File: src/rtl/uart_pkg.sv
// uart_pkg: shared constants and divisor helper
// for the UART baud generator and its benches.
package uart_pkg;

  localparam int unsigned OVERSAMPLE_DEF = 16;
  localparam int unsigned DIV_W_DEF      = 16;

  // Rounded clk cycles per oversample tick.
  function automatic int unsigned calc_div(
    input longint unsigned clk_hz,
    input longint unsigned baud,
    input longint unsigned os
  );
    longint unsigned step;
    step = baud * os;
    return 32'((clk_hz + step / 2) / step);
  endfunction

endpackage

File: src/rtl/mod_counter.sv
// mod_counter: modulo-N up counter with clear
// and a one-cycle wrap indication.
module mod_counter
  import uart_pkg::*;
#(
  parameter int unsigned W = 8
) (
  input  logic         clk,
  input  logic         reset,
  input  logic         clr,
  input  logic         inc,
  input  logic [W-1:0] modulus,
  output logic [W-1:0] cnt,
  output logic         wrap
);

  // Wrap is suppressed whenever the count is being cleared.
  assign wrap = inc && !clr && !reset
             && (cnt >= modulus - W'(1));

  // Count up on inc, return to zero on wrap or clear.
  always_ff @(posedge clk) begin
    if (reset || clr) begin
      cnt <= '0;
    end else if (inc) begin
      cnt <= wrap ? '0 : cnt + W'(1);
    end
  end

endmodule

File: src/rtl/uart_baud_gen.sv
// uart_baud_gen: programmable oversample, mid-bit,
// bit-boundary strobes and baud-rate square wave.
module uart_baud_gen
  import uart_pkg::*;
#(
  parameter int unsigned CLK_HZ     = 100_000_000,
  parameter int unsigned BAUD       = 9600,
  parameter int unsigned OVERSAMPLE = OVERSAMPLE_DEF,
  parameter int unsigned DIV_W      = DIV_W_DEF
) (
  input  logic             clk,
  input  logic             reset,
  input  logic             en,
  input  logic             resync,
  input  logic             div_wr,
  input  logic [DIV_W-1:0] div_in,
  output logic             os_tick,
  output logic             mid_tick,
  output logic             bit_tick,
  output logic             baud_clk,
  output logic [DIV_W-1:0] div_q
);

  localparam int unsigned PH_W = $clog2(OVERSAMPLE + 1);

  localparam logic [DIV_W-1:0] DEFAULT_DIV =
    DIV_W'(calc_div(64'(CLK_HZ), 64'(BAUD),
                    64'(OVERSAMPLE)));

  localparam logic [PH_W-1:0] PH_MOD =
    PH_W'(OVERSAMPLE);

  localparam logic [PH_W-1:0] PH_MID =
    PH_W'(OVERSAMPLE / 2 - 1);

  logic [DIV_W-1:0] div_act;
  logic [DIV_W-1:0] div_pend;
  logic             pend_valid;
  logic [DIV_W-1:0] div_cl;
  logic [DIV_W-1:0] os_cnt;
  logic [PH_W-1:0]  ph_cnt;
  logic             os_wrap;
  logic             ph_wrap;
  logic             clr;
  logic             apply;
  logic             mid;

  assign clr    = resync || !en;
  assign apply  = os_wrap || clr;
  assign mid    = os_wrap && (ph_cnt == PH_MID);
  assign div_q  = div_act;
  assign div_cl = (div_in < DIV_W'(2))
                ? DIV_W'(2) : div_in;

  mod_counter #(.W(DIV_W)) u_os (
    .clk     (clk),
    .reset   (reset),
    .clr     (clr),
    .inc     (1'b1),
    .modulus (div_act),
    .cnt     (os_cnt),
    .wrap    (os_wrap)
  );

  mod_counter #(.W(PH_W)) u_ph (
    .clk     (clk),
    .reset   (reset),
    .clr     (clr),
    .inc     (os_wrap),
    .modulus (PH_MOD),
    .cnt     (ph_cnt),
    .wrap    (ph_wrap)
  );

  // Hold a written divisor until the next safe point.
  always_ff @(posedge clk) begin
    if (reset) begin
      div_act    <= DEFAULT_DIV;
      div_pend   <= DEFAULT_DIV;
      pend_valid <= 1'b0;
    end else if (apply) begin
      pend_valid <= 1'b0;
      if (div_wr) begin
        div_act <= div_cl;
      end else if (pend_valid) begin
        div_act <= div_pend;
      end
    end else if (div_wr) begin
      div_pend   <= div_cl;
      pend_valid <= 1'b1;
    end
  end

  // Registered strobes and the baud square wave.
  always_ff @(posedge clk) begin
    if (reset) begin
      os_tick  <= 1'b0;
      mid_tick <= 1'b0;
      bit_tick <= 1'b0;
      baud_clk <= 1'b0;
    end else begin
      os_tick  <= os_wrap;
      mid_tick <= mid;
      bit_tick <= ph_wrap;
      if (clr) begin
        baud_clk <= 1'b0;
      end else if (mid) begin
        baud_clk <= 1'b1;
      end else if (ph_wrap) begin
        baud_clk <= 1'b0;
      end
    end
  end

endmodule

File: config.mk
export PLATFORM = sky130hd
export DESIGN_NAME = uart_baud_gen
export DESIGN_NICKNAME = d
export VERILOG_FILES = /design/src/rtl/uart_pkg.sv /design/src/rtl/mod_counter.sv /design/src/rtl/uart_baud_gen.sv
export SDC_FILE = /design/constraint.sdc
export NUM_CORES = 1
export LEC_CHECK = 0
export BUFFER_PORTS_ARGS = -buffer_cell sky130_fd_sc_hd__buf_2
export CORE_ASPECT_RATIO = 0.5
export CORE_MARGIN = 3
export CORE_UTILIZATION = 40
export CTS_CLUSTER_DIAMETER = 40
export DETAILED_ROUTE_END_ITERATION = 16
export HOLD_SLACK_MARGIN = 0.02
export PLACE_DENSITY = 0.56
export SETUP_SLACK_MARGIN = 0.02
export SYNTH_ARGS = -nofsm -noshare
export SYNTH_HDL_FRONTEND = slang
export SYNTH_HIERARCHICAL = 1
export SYNTH_SLANG_ARGS = --single-unit
File: constraint.sdc
create_clock -name clk -period 5.5 [get_ports clk]
set_clock_uncertainty 0.1 [all_clocks]
set_input_delay 0.825 -clock clk [delete_from_list [all_inputs] [get_ports clk]]
set_output_delay 0.825 -clock clk [all_outputs]
set_load 0.05 [all_outputs]
Word level (Yosys, flattened, before mapping)

Index checks and enable logic that the tools add are counted.

Output and inout bits: 20
Input port bits: 21
Register bits after elaboration: 58
Word-level logic and storage cells: 42

Magnitude comparators: 3
Equality and inequality tests: 1
Add/sub/neg operators: 3
Multiplexer cells: 6
Bitwise logic cells: 1
Reduce and logical (&&, ||, !) cells: 19

Operators with widths:

| cell                                                               | number |
|---|---|
| two-way mux 16 bit                                                 | 3 |
| adder 16 x 1 -> 16 bit (second input constant)                     | 1 |
| greater-or-equal comparator 16 bit                                 | 1 |
| < comparator 16 x 2 -> 1 bit (second input constant)               | 1 |
| subtractor 16 x 1 -> 16 bit (second input constant)                | 1 |
| logical AND 1 bit                                                  | 6 |
| OR reduction 2 bit                                                 | 3 |
| adder 5 x 1 -> 5 bit (second input constant)                       | 1 |
| == test 5 x 3 -> 1 bit (second input constant)                     | 1 |
| greater-or-equal comparator 5 x 4 -> 1 bit (second input constant) | 1 |
| two-way mux 5 bit                                                  | 1 |
| AND reduction 2 bit                                                | 2 |
| nonzero test 2 bit                                                 | 2 |
| logical NOT 1 bit                                                  | 3 |
| logical OR 1 bit                                                   | 3 |
| two-way mux 1 bit                                                  | 2 |
| inverter 1 bit                                                     | 1 |

Depth between registers and ports, before layout

Gate-level depths: netlist (run 1).

Depth in word-level cells: 10
Gate-level depth with buffers: 18
Gate-level depth less buffers: 16

Cells and area by module

Netlist (run 1), hierarchy kept.

Modules (own cells, without submodules):

| module             | area an instance (um2) | times used | sequential area each (um2) | cells each |
|---|---|---|---|---|
| uart_baud_gen      | 1535.2                 | 1          | 740.7                      | 169 |
| mod_counter (u_os) | 1387.6                 | 1          | 320.3                      | 162 |
| mod_counter (u_ph) | 421.7                  | 1          | 100.1                      | 51 |

Worst setup path before layout (run 1)

No wires, ideal clock.

Kind: reg2reg
From: register div_act[4] (netlist: div_q[4])
To: register div_act[3] (netlist: div_q[3])
Slack: 1.885 ns
Path buffers: 0
Stages on the path, launching flop included: 16
Data required time: 5.280 ns
Setup time: 0.120 ns
Period minus slack after synthesis: 3.615 ns
Arrival time: 3.395 ns
Cell sequence: dfxtp_1 -> or3_4 -> nor3b_4 -> nand2_2 -> nor4_2 -> xnor2_1 -> ha_1 -> nand4_1 -> o21bai_1 -> a21oi_1 -> nand3_1 -> and3_1 -> or3b_4 -> o21ai_4 -> nor2_1 -> a211o_1

Longest elaborated chain between the ends: 5

Ends and longest elaborated chain:

| item                                 | RTL line            | RTL |
|---|---|---|
| from (decl)                          | uart_baud_gen.sv:36 | `logic [DIV_W-1:0] div_act;` |
| from (signal assigned)               | uart_baud_gen.sv:84 | `div_act <= div_cl;` |
| from (signal assigned)               | uart_baud_gen.sv:86 | `div_act <= div_pend;` |
| subtractor 16 x 1 -> 16 bit          | mod_counter.sv:19   | `&& (cnt >= modulus - W'(1));` |
| greater-or-equal comparator 16 bit   | mod_counter.sv:19   |  |
| logical AND 1 bit                    | mod_counter.sv:19   |  |
| net os_wrap                          | uart_baud_gen.sv:42 | `logic os_wrap;` |
| logical OR 1 bit                     | uart_baud_gen.sv:49 | `assign apply = os_wrap \|\| clr;` |
| AND reduction 2 bit (no source line) | n/a                 |  |

The timed path passes the listed nets, and every way through them passes these cells.
A chain may end at the register's enable or synchronous reset.

Worst setup path in the final report (run 1)

From: register div_act[4] (netlist: div_q[4])
To: register div_act[1] (netlist: div_q[1])

Same word-level chain as after synthesis.

==> results of run 1 <==
[layout make-up]
class                           instances  area, µm²
Clock buffer                           11        243
Clock inverter                          5       30.0
Fill cell                             739       3820
Inverter                                7       26.3
Multi-Input combinational cell        312       2100
Sequential cell                        58       1160
Tap cell                              108        135
Timing Repair Buffer                   40        200
[registers in the layout (all words and copies together) (netlist names)]
signal / flops
os_tick: 1
pend_valid: 1
u_os/cnt: 16
bit_tick: 1
u_ph/cnt: 5
baud_clk: 1
div_q: 16
div_pend: 16
mid_tick: 1
[Yosys cell counts (2+ instances only)]
library cell	number	share of area, %
a211o_1	3	0.79
a211oi_1	15	3.4
a21oi_1	21	3.1
and3_1	6	1.1
buf_2	4	0.60
buf_4	2	0.45
buf_6	4	1.3
clkbuf_1	3	0.34
conb_1	2	0.22
dfxtp_1	58	35
ha_1	25	9.4
inv_1	7	0.79
mux2i_1	14	4.2
nand2_1	52	5.8
nand2b_1	5	0.94
nand3_1	11	1.6
nand3b_1	5	1.1
nand4_1	8	1.5
nor2_1	33	3.7
nor2_2	12	2.2
nor2b_1	7	1.3
nor3_1	6	0.90
nor3_2	3	0.90
nor4_1	6	1.1
nor4_2	3	1.1
o21ai_0	7	1.0
o21ai_1	3	0.45
o21bai_1	3	0.67
xnor2_1	16	4.2
xor2_1	17	4.5
[how the worst max path moves through the flow]
stage	start	to	depth (start not counted)
2_1_floorplan	div_q[4]	div_q[3]	15
3_3_place_gp	div_q[3]	div_q[1]	15
3_5_place_dp	div_q[4]	div_q[1]	15
4_1_cts	div_q[4]	div_q[1]	15
5_1_grt	div_q[6]	div_q[12]	15
6_report	div_q[4]	div_q[1]	15
[cells in the final DEF (no fill, tap or decap), types with 2 or more instances in the layout]
| master | synthesis | final |
|---|---|---|
| nor3_1 | 6 | 6 |
| nand4_1 | 8 | 8 |
| nor2b_1 | 7 | 7 |
| nand2_1 | 52 | 52 |
| ha_1 | 25 | 25 |
| and3_1 | 6 | 6 |
| conb_1 | 2 | 11 |
| nand3b_1 | 5 | 5 |
| nand3_1 | 11 | 11 |
| o21bai_1 | 3 | 3 |
| mux2i_1 | 14 | 14 |
| clkbuf_16 | 0 | 9 |
| clkinv_2 | 0 | 3 |
| a211o_1 | 3 | 3 |
| xor2_1 | 17 | 17 |
| nor2_1 | 33 | 33 |
| o21ai_0 | 7 | 7 |
| a21oi_1 | 21 | 21 |
| nor4_2 | 3 | 3 |
| buf_2 | 4 | 40 |
| nor3_2 | 3 | 3 |
| xnor2_1 | 16 | 16 |
| dfxtp_1 | 58 | 58 |
| inv_1 | 7 | 7 |
| nand2b_1 | 5 | 5 |
| o21ai_1 | 3 | 3 |
| a211oi_1 | 15 | 15 |
| nor4_1 | 6 | 6 |
| nor2_2 | 12 | 12 |
| clkinvlp_4 | 0 | 2 |
[worst max-delay path: stages (launching register included)]
cell	delay (ns)
dfxtp_1	0.33
or3_4	0.43
nor3b_4	0.29
nand2_2	0.09
nor4_2	0.17
xnor2_1	0.11
ha_1	0.29
nand4_1	0.13
nor4_1	0.32
o31ai_1	0.15
nand3_1	0.14
and3_1	0.48
nor3b_2	0.13
nor2_2	0.65
o21ai_0	0.18
o21ai_0	0.18
[kinds of logic after synthesis]
family	share of synthesized area [%]
muxes	4.19
other	0.225
and+or+nand+nor	26.2
adders and majority gates	9.35
AOI/OAI and AO/OA	13.0
buffers and inverters	3.63
DFF	34.7
xor gates and xnor gates	8.64
[per-stage QoR]
step | util (%) | setup slack (ns) | hold slack [ns]
global route | 50.5 | 0.703 | 0.385
global placement | 46.9 | 1.38 | 0.339
floorplan | - | 1.89 | 0.329
detailed placement | 46.9 | 1.21 | 0.347
CTS | 50.5 | 1.21 | 0.353
finish | 50.5 | 1.25 | 0.354
[power by group through the flow]
stage                     registers [mW]  clock network (mW)  logic (mW)
final                              0.454               0.507       0.146
after floorplan                    0.491                   0      0.0807
after global routing               0.456               0.542       0.160
after CTS                          0.454               0.519       0.146
after detailed placement           0.463                   0       0.146
after global placement             0.462                   0       0.143
[layer usage]
| metal | GRT usage (%) | vias to the layer above |
|---|---|---|
| met5 | 0 | - |
| met4 | 4.69 | 0 |
| met3 | 6.04 | 10 |
| met2 | 25.7 | 36 |
| met1 | 21.7 | 1276 |
| li1 | - | 1422 |
==> results.sh, run 1 <==
export IMPL_path_class="flop to flop"
export IMPL_overflow=0
export IMPL_maxCapViolCount=0
export IMPL_drv_slew=0
export IMPL_worstSkewPairLatency_ns=0.33
export IMPL_via_per_inst=5.07
export IMPL_hold_path_class="flop to flop"
export IMPL_p_clk_share_pct=45.8
export IMPL_hpwl_um=5500
export IMPL_power_density_nw_per_um2=284
export IMPL_fin_nets=474
export IMPL_critPathCaptureType="flop"
export IMPL_yosysUniqueCellTypes=51
export IMPL_min_path_cells=2
export IMPL_instances_no_fill=541
export IMPL_start_util_pct=43.4
export IMPL_synth_warnings=6
export IMPL_wl_met3_um=296
export IMPL_r2r_end="div_q[1]"
export IMPL_ctsResizeCount=0
export IMPL_io_buffer_count=40
export IMPL_peakVddDrop_mv=0.150
export IMPL_tightest_slew_ns=0.982
export IMPL_core_um2=7710
export IMPL_async_reset_ff_share_pct=0
export IMPL_p_seq_share_pct=41.0
export IMPL_period_minus_slack_ns=4.25
export IMPL_r2r_cells=15
export IMPL_p_int_mw=0.798
export IMPL_root_buffer="clkbuf_16"
export IMPL_dominantRegCellSynth="dfxtp_1"
export IMPL_ctsHoldBuffers=0
export IMPL_path_clk_slew_ns=0.05
export IMPL_setup_tns_final_ns=0
export IMPL_route_detailed_drc=0
export IMPL_whs_endpoint="div_pend[11]"
export IMPL_hold_viol=0
export IMPL_power_mw=1.11
export IMPL_io_pins=41
export IMPL_synth_edf_count=0
export IMPL_cts_sinks=58
export IMPL_ff2ff_setup_slack_ns=1.25
export IMPL_placed_area_um2=3620
export IMPL_synthCells=382
export IMPL_status="finished, final reports clean"
export IMPL_critPathMaxFanout=24
export IMPL_setup_viol=0
export IMPL_ys_ff_latch=58
export IMPL_rows=22
export IMPL_drt_iter0_drc=122
export IMPL_p_leak_nw=1.58
export IMPL_cts_tree="built"
export IMPL_combPwrFrac_pct=13.2
export IMPL_max_freq_mhz=235
export IMPL_n_antenna_cell=0
export IMPL_grt_use_total_pct=16.5
export IMPL_drt_pass1_iterations=4
export IMPL_grt_pass1_vias=2572
export IMPL_wl_um=7230
export IMPL_rsz0062_at_grt="false"
export IMPL_gp_congestion=0.789
export IMPL_timing_rr_start="div_q[4]"
export IMPL_die_area_um2=9560
export IMPL_p_sw_share_pct=27.8
export IMPL_cts_buffers=9
export IMPL_min_from="div_pend[11]"
export IMPL_final_area_um2=3890
export IMPL_antenna_found_initial=0
export IMPL_post_cts_buffers=0
export IMPL_wl_per_cell_um=13.4
export IMPL_grt_pass1_wl_um=12500
export IMPL_synth_area_um2=3340
export IMPL_ys_seq_area_share_pct=34.7
export IMPL_critPathArrivalTime_ns=4.40
export IMPL_dr_total_vias=2744
export IMPL_numPlacedInstances=525
export IMPL_met2WireLength_um=3270
export IMPL_htree_levels=3
export IMPL_max_slew_margin_pct=34.3
export IMPL_start_kind="flop"
export IMPL_met1Wirelength_um=3580
export IMPL_fp_dieW_um=135
export IMPL_area_growth_pct=16.3
export IMPL_syn_area_per_cell_um2=8.76
export IMPL_post_route_period_util_pct=77.3
export IMPL_required_ns=5.65
export IMPL_grt_max_degree=42
export IMPL_drive_above_1_share_pct=18.9
export IMPL_top_layer="met4"
export IMPL_die_y_um=70.7
export IMPL_ant_nets=0
export IMPL_clk_path_buf_depth=2
export IMPL_net_switching_power_mw=0.308
Note: power is estimated with default switching activity, not from simulation.
==> run 2: changes to the inputs <==
--- a/config.mk
+++ b/config.mk
@@ -12,7 +12,7 @@
 export CTS_CLUSTER_DIAMETER = 40
 export DETAILED_ROUTE_END_ITERATION = 16
 export HOLD_SLACK_MARGIN = 0.02
-export PLACE_DENSITY = 0.56
+export PLACE_DENSITY = 0.59
 export SETUP_SLACK_MARGIN = 0.02
 export SYNTH_ARGS = -nofsm -noshare
 export SYNTH_HDL_FRONTEND = slang
==> constraint.sdc (replaced) <==
create_clock -name clk -period 3.6 [get_ports clk]
set_clock_uncertainty 0.1 [all_clocks]
set_input_delay 0.54 -clock clk [delete_from_list [all_inputs] [get_ports clk]]
set_output_delay 0.54 -clock clk [all_outputs]
set_load 0.05 [all_outputs]
==> run 2 against run 1 <==
  * The flow now finishes with violations (setup timing)
  * Total power grew 63%
  * Sequential share of layout area shrank 2.8 points
  * Worst setup slack lost 1.3 ns
  * Worst hold slack is essentially flat
  * Final area grew 11%
  * Combinational power grew 90%
  * Clock power grew 66%
  * Critical path depth is the same
  * Flip-flop and latch count is the same
  * Critical path type unchanged
  * Critical endpoint is now div_q[3]
  * Largest power group unchanged
==> results.sh, run 2 (synthesis gave the netlist of run 1 again) <==
export IMPL_status="complete, but fails checks"
export IMPL_violations="setup timing"
export IMPL_multiInputGateArea_um2=2260
export IMPL_ff2ff_setup_slack_ns=-0.01
export IMPL_tightest_slew_ns=0.596
export IMPL_critPathArrivalTime_ns=3.72
export IMPL_cpPeakStageDelay_ns=0.43
export IMPL_cts_buffers=9
export IMPL_rows=22
export IMPL_required_ns=3.71
export IMPL_timing_rr_start="div_q[2]"
export IMPL_layout_commonest_cell="dfxtp_1"
export IMPL_drive_above_1_share_pct=29.0
export IMPL_p_sw_share_pct=26.4
export IMPL_post_route_period_util_pct=100
export IMPL_grt_max_degree=41
export IMPL_overflow=0
export IMPL_worstSkewPairLatency_ns=0.32
export IMPL_fp_dieW_um=135
export IMPL_cts_sinks=58
export IMPL_wl_um=8170
export IMPL_combPwrFrac_pct=15.4
export IMPL_root_buffer="clkbuf_16"
export IMPL_drt_iter0_drc=176
export IMPL_period_minus_slack_ns=3.61
export IMPL_critPathCaptureType="flop"
export IMPL_met1Wirelength_um=3820
export IMPL_p_clk_share_pct=46.5
export IMPL_drt_pass1_iterations=4
export IMPL_p_int_mw=1.33
export IMPL_die_area_um2=9560
export IMPL_final_cell_mix="54 x dfxtp_1, 48 x nand2_1, 40 x buf_2"
export IMPL_path_clk_slew_ns=0.05
export IMPL_area_growth_pct=29.1
export IMPL_net_switching_power_mw=0.477
export IMPL_p_leak_nw=1.74
export IMPL_peakVddDrop_mv=0.204
export IMPL_setup_ws_ns=-0.00966
export IMPL_critPathMaxFanout=8
export IMPL_power_density_nw_per_um2=419
export IMPL_min_from="div_pend[12]"
export IMPL_wl_per_cell_um=14.5
export IMPL_min_path_cells=2
export IMPL_hpwl_um=5910
export IMPL_start_util_pct=43.4
export IMPL_htree_levels=3
export IMPL_grt_pass1_wl_um=13400
export IMPL_top_layer="met4"
export IMPL_path_class="flop to flop"
export IMPL_cp_num_buf_inv=0
export IMPL_holdWs_ns=0.354
export IMPL_ant_nets=0
export IMPL_r2r_cells=15
export IMPL_hold_viol=0
export IMPL_whs_endpoint="div_pend[12]"
export IMPL_core_um2=7710
export IMPL_die_y_um=70.7
export IMPL_critPathTopFamily="simple AND/OR/NAND/NOR gates"
export IMPL_n_antenna_cell=0
export IMPL_io_pins=41
export IMPL_cts_tree="built"
export IMPL_gp_congestion=0.801
export IMPL_p_seq_share_pct=38.2
export IMPL_cp_slowest_cell="or3_4"
export IMPL_max_slew_margin_pct=60.3
export IMPL_drv_slew=0
export IMPL_route_detailed_drc=0
export IMPL_fillers=682
export IMPL_hold_path_class="flop to flop"
export IMPL_seqCellArea_um2=1170
export IMPL_dr_total_vias=2935
export IMPL_fin_nets=498
export IMPL_met2WireLength_um=3980
export IMPL_max_freq_mhz=277
export IMPL_grt_pass1_vias=2805
export IMPL_antenna_found_initial=0
export IMPL_setup_viol=2
export IMPL_rsz0062_at_grt="true"
export IMPL_crit_chain="or3_4 > nor3_4 > nand2b_1 > nor4_4 > xnor2_1 > ha_1 > nand4_1 > o21bai_1 > a21oi_1 > nand3_1 > and3_4 > or3b_4 > o21ai_4 > nor2_1 > a211o_1"
export IMPL_r2r_end="div_q[3]"
export IMPL_start_kind="flop"
export IMPL_grt_use_total_pct=17.2
export IMPL_io_buffer_count=40
export IMPL_clk_path_buf_depth=2
export IMPL_wl_met3_um=273
export IMPL_setup_tns_final_ns=-0.0119
export IMPL_maxCapViolCount=0
export IMPL_via_per_inst=5.21
[run 2: changes by cell type in the layout (fill, tap and decap cells not counted), moves of 3 or more]
cell,delta
buf_6,+3
nand2_2,+4
nor4_4,+4
a211oi_2,+5
dfxtp_1,-4
buf_4,+18
a211oi_1,-5
dfxtp_2,+4
nand2_1,-4
[run 2: repair_timing]
action / 4_1_cts / 5_1_grt
hold buffers: 0 / 0
resized for setup: 5 / 34
pin swaps: 2 / 21
setup endpoints to repair: 34 / 38
setup buffers: 0 / 3
cloned: 0 / 2
[run 2: tightest hold or removal path: stages, from the launching register on]
cell and delay (ns):
dfxtp_1 0.30, nand2_1 0.05, a21oi_1 0.05
[run 2: worst max path at each step]
| stage | start | end | slack [ns] | cells past startpoint |
|---|---|---|---|---|
| 2_1_floorplan | div_q[1] | div_q[3] | 0.08 | 16 |
| 3_3_place_gp | div_q[4] | baud_clk | 0.06 | 15 |
| 3_5_place_dp | div_q[7] | baud_clk | -0.15 | 15 |
| 4_1_cts | div_q[4] | div_q[7] | 0.03 | 15 |
| 5_1_grt | div_q[2] | u_ph/cnt[4] | -0.23 | 15 |
| 6_report | div_q[2] | div_q[3] | -0.01 | 15 |
[run 2: area by class of cell]
class	instances	share of cell area, %
Sequential cell	58	27.0
Multi-Input combinational cell	312	52.4
Tap cell	108	3.13
Timing Repair Buffer	64	10.1
Clock buffer	11	5.85
Clock inverter	3	0.927
Inverter	7	0.609
[run 2: power groups by stage]
stage / Clock (mW) / Combinational [mW] / Sequential (mW)
after floorplan: 0 / 0.123 / 0.750
after global placement: 0 / 0.248 / 0.697
after detailed placement: 0 / 0.254 / 0.699
after CTS: 0.857 / 0.256 / 0.686
after global routing: 0.895 / 0.301 / 0.691
final: 0.840 / 0.278 / 0.690
[run 2: per-stage QoR]
step / setup slack, ns / area [µm²] / utilization [%] / total power, mW / instances
after floorplan: 0.0785 / 3380 / - / 0.874 / 391
after global placement: 0.0595 / 3790 / 49.2 / 0.946 / 544
after detailed placement: -0.150 / 3790 / 49.2 / 0.952 / 544
after CTS: 0.0283 / 4100 / 53.2 / 1.80 / 558
after global routing: -0.228 / 4320 / 56.0 / 1.89 / 563
final: -0.00966 / 4320 / 56.0 / 1.81 / 563
[run 2: metal layers]
metal	GRT usage [%]	vias up
li1	-	1472
met3	5.26	13
met1	21.6	1403
met4	4.80	0
met2	29.0	47
met5	0	-
==> run 3: changes to the inputs <==
--- a/config.mk
+++ b/config.mk
@@ -7,7 +7,7 @@
 export LEC_CHECK = 0
 export BUFFER_PORTS_ARGS = -buffer_cell sky130_fd_sc_hd__buf_2
 export CORE_ASPECT_RATIO = 0.5
-export CORE_MARGIN = 3
+export CORE_MARGIN = 8
 export CORE_UTILIZATION = 40
 export CTS_CLUSTER_DIAMETER = 40
 export DETAILED_ROUTE_END_ITERATION = 16
==> run 3 against run 2 <==
  * The flow now finishes without violations
  * Cell count is 2.0% higher
  * Maximum frequency increased by 4.5%
  * Worst hold slack got worse by 0.015 ns
  * Via count is 5.8% lower
  * Sequential power decreased by 0.9%
  * Critical path depth unchanged
  * Core utilization down 2.2 points
  * Clock-buffer cell count down 1
  * Non-clock buffer count increased by 6
  * Sequential share of layout area shrank 0.14 points
  * Critical path type unchanged
  * Critical endpoint is now div_q[7]
  * Largest cell class unchanged
==> results.sh, run 3 (synthesis gave the netlist of run 1 again) <==
export IMPL_die_area_um2=11700
export IMPL_endpoint="div_q[7]"
export IMPL_wl_um=7850
export IMPL_path_clk_slew_ns=0.05
export IMPL_hold_viol=0
export IMPL_core_um2=8060
export IMPL_post_route_period_util_pct=96.0
export IMPL_final_cell_mix="54 x dfxtp_1, 49 x nand2_1, 40 x buf_2"
export IMPL_tightest_slew_ns=0.560
export IMPL_p_seq_share_pct=35.3
export IMPL_antenna_found_initial=0
export IMPL_max_freq_mhz=289
export IMPL_drive_above_1_share_pct=29.2
export IMPL_rows=23
export IMPL_cts_tree="built"
export IMPL_power_mw=1.94
export IMPL_grt_pass1_vias=2631
export IMPL_hold_path_class="input port to flop"
export IMPL_drt_iter0_drc=127
export IMPL_ff2ff_setup_slack_ns=0.14
export IMPL_fp_dieW_um=145
export IMPL_cts_sinks=58
export IMPL_path_class="flop to flop"
export IMPL_hpwl_um=5880
export IMPL_grt_pass1_wl_um=13000
export IMPL_peakVddDrop_mv=0.257
export IMPL_power_density_nw_per_um2=447
export IMPL_r2r_cells=15
export IMPL_ant_nets=0
export IMPL_area_growth_pct=29.8
export IMPL_critPathMaxFanout=7
export IMPL_htree_levels=3
export IMPL_start_util_pct=41.5
export IMPL_io_pins=41
export IMPL_via_per_inst=4.82
export IMPL_crit_chain="or3_4 > nor3b_4 > nand2_2 > nor4_2 > xnor2_1 > ha_1 > nand4_1 > o21bai_2 > a21oi_2 > nand3_2 > and3_4 > or3b_4 > o21ai_4 > nor2_1 > a211o_1"
export IMPL_overflow=0
export IMPL_critical_path_startpoint="div_q[4]"
export IMPL_drt_pass1_iterations=4
export IMPL_max_slew_margin_pct=62.7
export IMPL_required_ns=3.72
export IMPL_p_leak_nw=1.79
export IMPL_setup_viol=0
export IMPL_critPathCaptureType="flop"
export IMPL_cts_buffers=9
export IMPL_p_clk_share_pct=50.8
export IMPL_net_switching_power_mw=0.485
export IMPL_p_sw_share_pct=25.0
export IMPL_utilization_pct=53.9
export IMPL_r2r_end="div_q[7]"
export IMPL_timing_rr_start="div_q[4]"
export IMPL_fin_nets=504
export IMPL_period_minus_slack_ns=3.46
export IMPL_cp_slowest_cell="or3_4"
export IMPL_layout_commonest_cell="dfxtp_1"
export IMPL_gp_congestion=0.788
export IMPL_die_y_um=80.7
export IMPL_start_kind="flop"
export IMPL_wl_per_cell_um=13.7
export IMPL_critPathArrivalTime_ns=3.57
export IMPL_io_buffer_count=40
export IMPL_root_buffer="clkbuf_16"
export IMPL_maxCapViolCount=0
export IMPL_cpPeakStageDelay_ns=0.43
export IMPL_grt_max_degree=41
export IMPL_route_detailed_drc=0
export IMPL_dr_total_vias=2764
export IMPL_combPwrFrac_pct=13.9
export IMPL_status="finished, final reports clean"
export IMPL_worstSkewPairLatency_ns=0.33
export IMPL_grt_use_total_pct=13.9
export IMPL_clk_path_buf_depth=2
export IMPL_p_int_mw=1.45
export IMPL_rsz0062_at_grt="true"
export IMPL_n_antenna_cell=0
export IMPL_drv_slew=0
[run 3: changes by cell type in the layout (fill, tap and decap cells not counted), sizes merged]
cell,change
buf,+7
clkinv,-1
bufinv,+2
clkbuf,-2
clkinvlp,+1
[run 3: metal layers]
metal / vias to the layer above / GRT usage, % / share of wire [%] / wire length (µm)
met2: 29 / 22.7 / 47 / 3690
met4: 0 / 5.25 / 0.55 / 43
met3: 6 / 5.21 / 5.0 / 393
met5: - / 0 / 0 / 0
li1: 1488 / - / - / -
met1: 1241 / 16.5 / 47 / 3720
[run 3: how the worst min path moves through the flow]
stage | depth (start not counted) | to | from
floorplan | 2 | div_pend[0] | div_pend[0]
global placement | 2 | div_pend[0] | div_pend[0]
detailed placement | 2 | div_pend[5] | div_pend[5]
CTS | 3 | div_pend[0] | div_in[0]
global route | 3 | div_pend[0] | div_in[0]
finish | 3 | div_pend[0] | div_in[0]
[run 3: through the flow]
| stage | hold slack [ns] | std cells | setup WS (ns) | TNS [ns] | instance area, µm² |
|---|---|---|---|---|---|
| 3_3_place_gp | 0.341 | 553 | 0.00428 | 0 | 3830 |
| 3_5_place_dp | 0.347 | 553 | 0.00450 | 0 | 3830 |
| 6_report | 0.339 | 574 | 0.145 | 0 | 4340 |
| 4_1_cts | 0.327 | 568 | 0.0496 | 0 | 4190 |
| 2_1_floorplan | 0.329 | 391 | 0.0785 | 0 | 3380 |
| 5_1_grt | 0.364 | 574 | -0.0394 | -0.174 | 4340 |
[run 3: worst max-delay path, delay by kind of cell (launching register included)]
kind	cells	cell delay, ns
simple gates	9	1.88
compound gates	4	0.65
flops	1	0.31
fa+ha+maj	1	0.26
xor+xnor	1	0.15
[run 3: layout make-up]
| class | instances | area (µm²) |
|---|---|---|
| Multi-Input combinational cell | 312 | 2210 |
| Timing Repair Buffer | 70 | 458 |
| Tap cell | 112 | 140 |
| Clock buffer | 10 | 239 |
| Sequential cell | 58 | 1170 |
| Fill cell | 781 | 3720 |
| Clock inverter | 5 | 103 |
| Inverter | 7 | 26.3 |
[run 3: what timing repair did]
item | 4_1_cts | 5_1_grt
gates resized for setup | 3 | 26
setup endpoints to repair | 8 | 41
buffers inserted | 0 | 6
hold buffers | 0 | 0
hold endpoints to repair | 0 | 0
pin swaps | 1 | 6
[run 3: power groups by stage]
| stage | sequential [mW] | clock, mW | combinational, mW |
|---|---|---|---|
| 2_1_floorplan | 0.750 | 0 | 0.123 |
| 3_3_place_gp | 0.695 | 0 | 0.256 |
| 3_5_place_dp | 0.696 | 0 | 0.258 |
| 4_1_cts | 0.682 | 1.00 | 0.260 |
| 5_1_grt | 0.686 | 1.02 | 0.297 |
| 6_report | 0.684 | 0.984 | 0.270 |
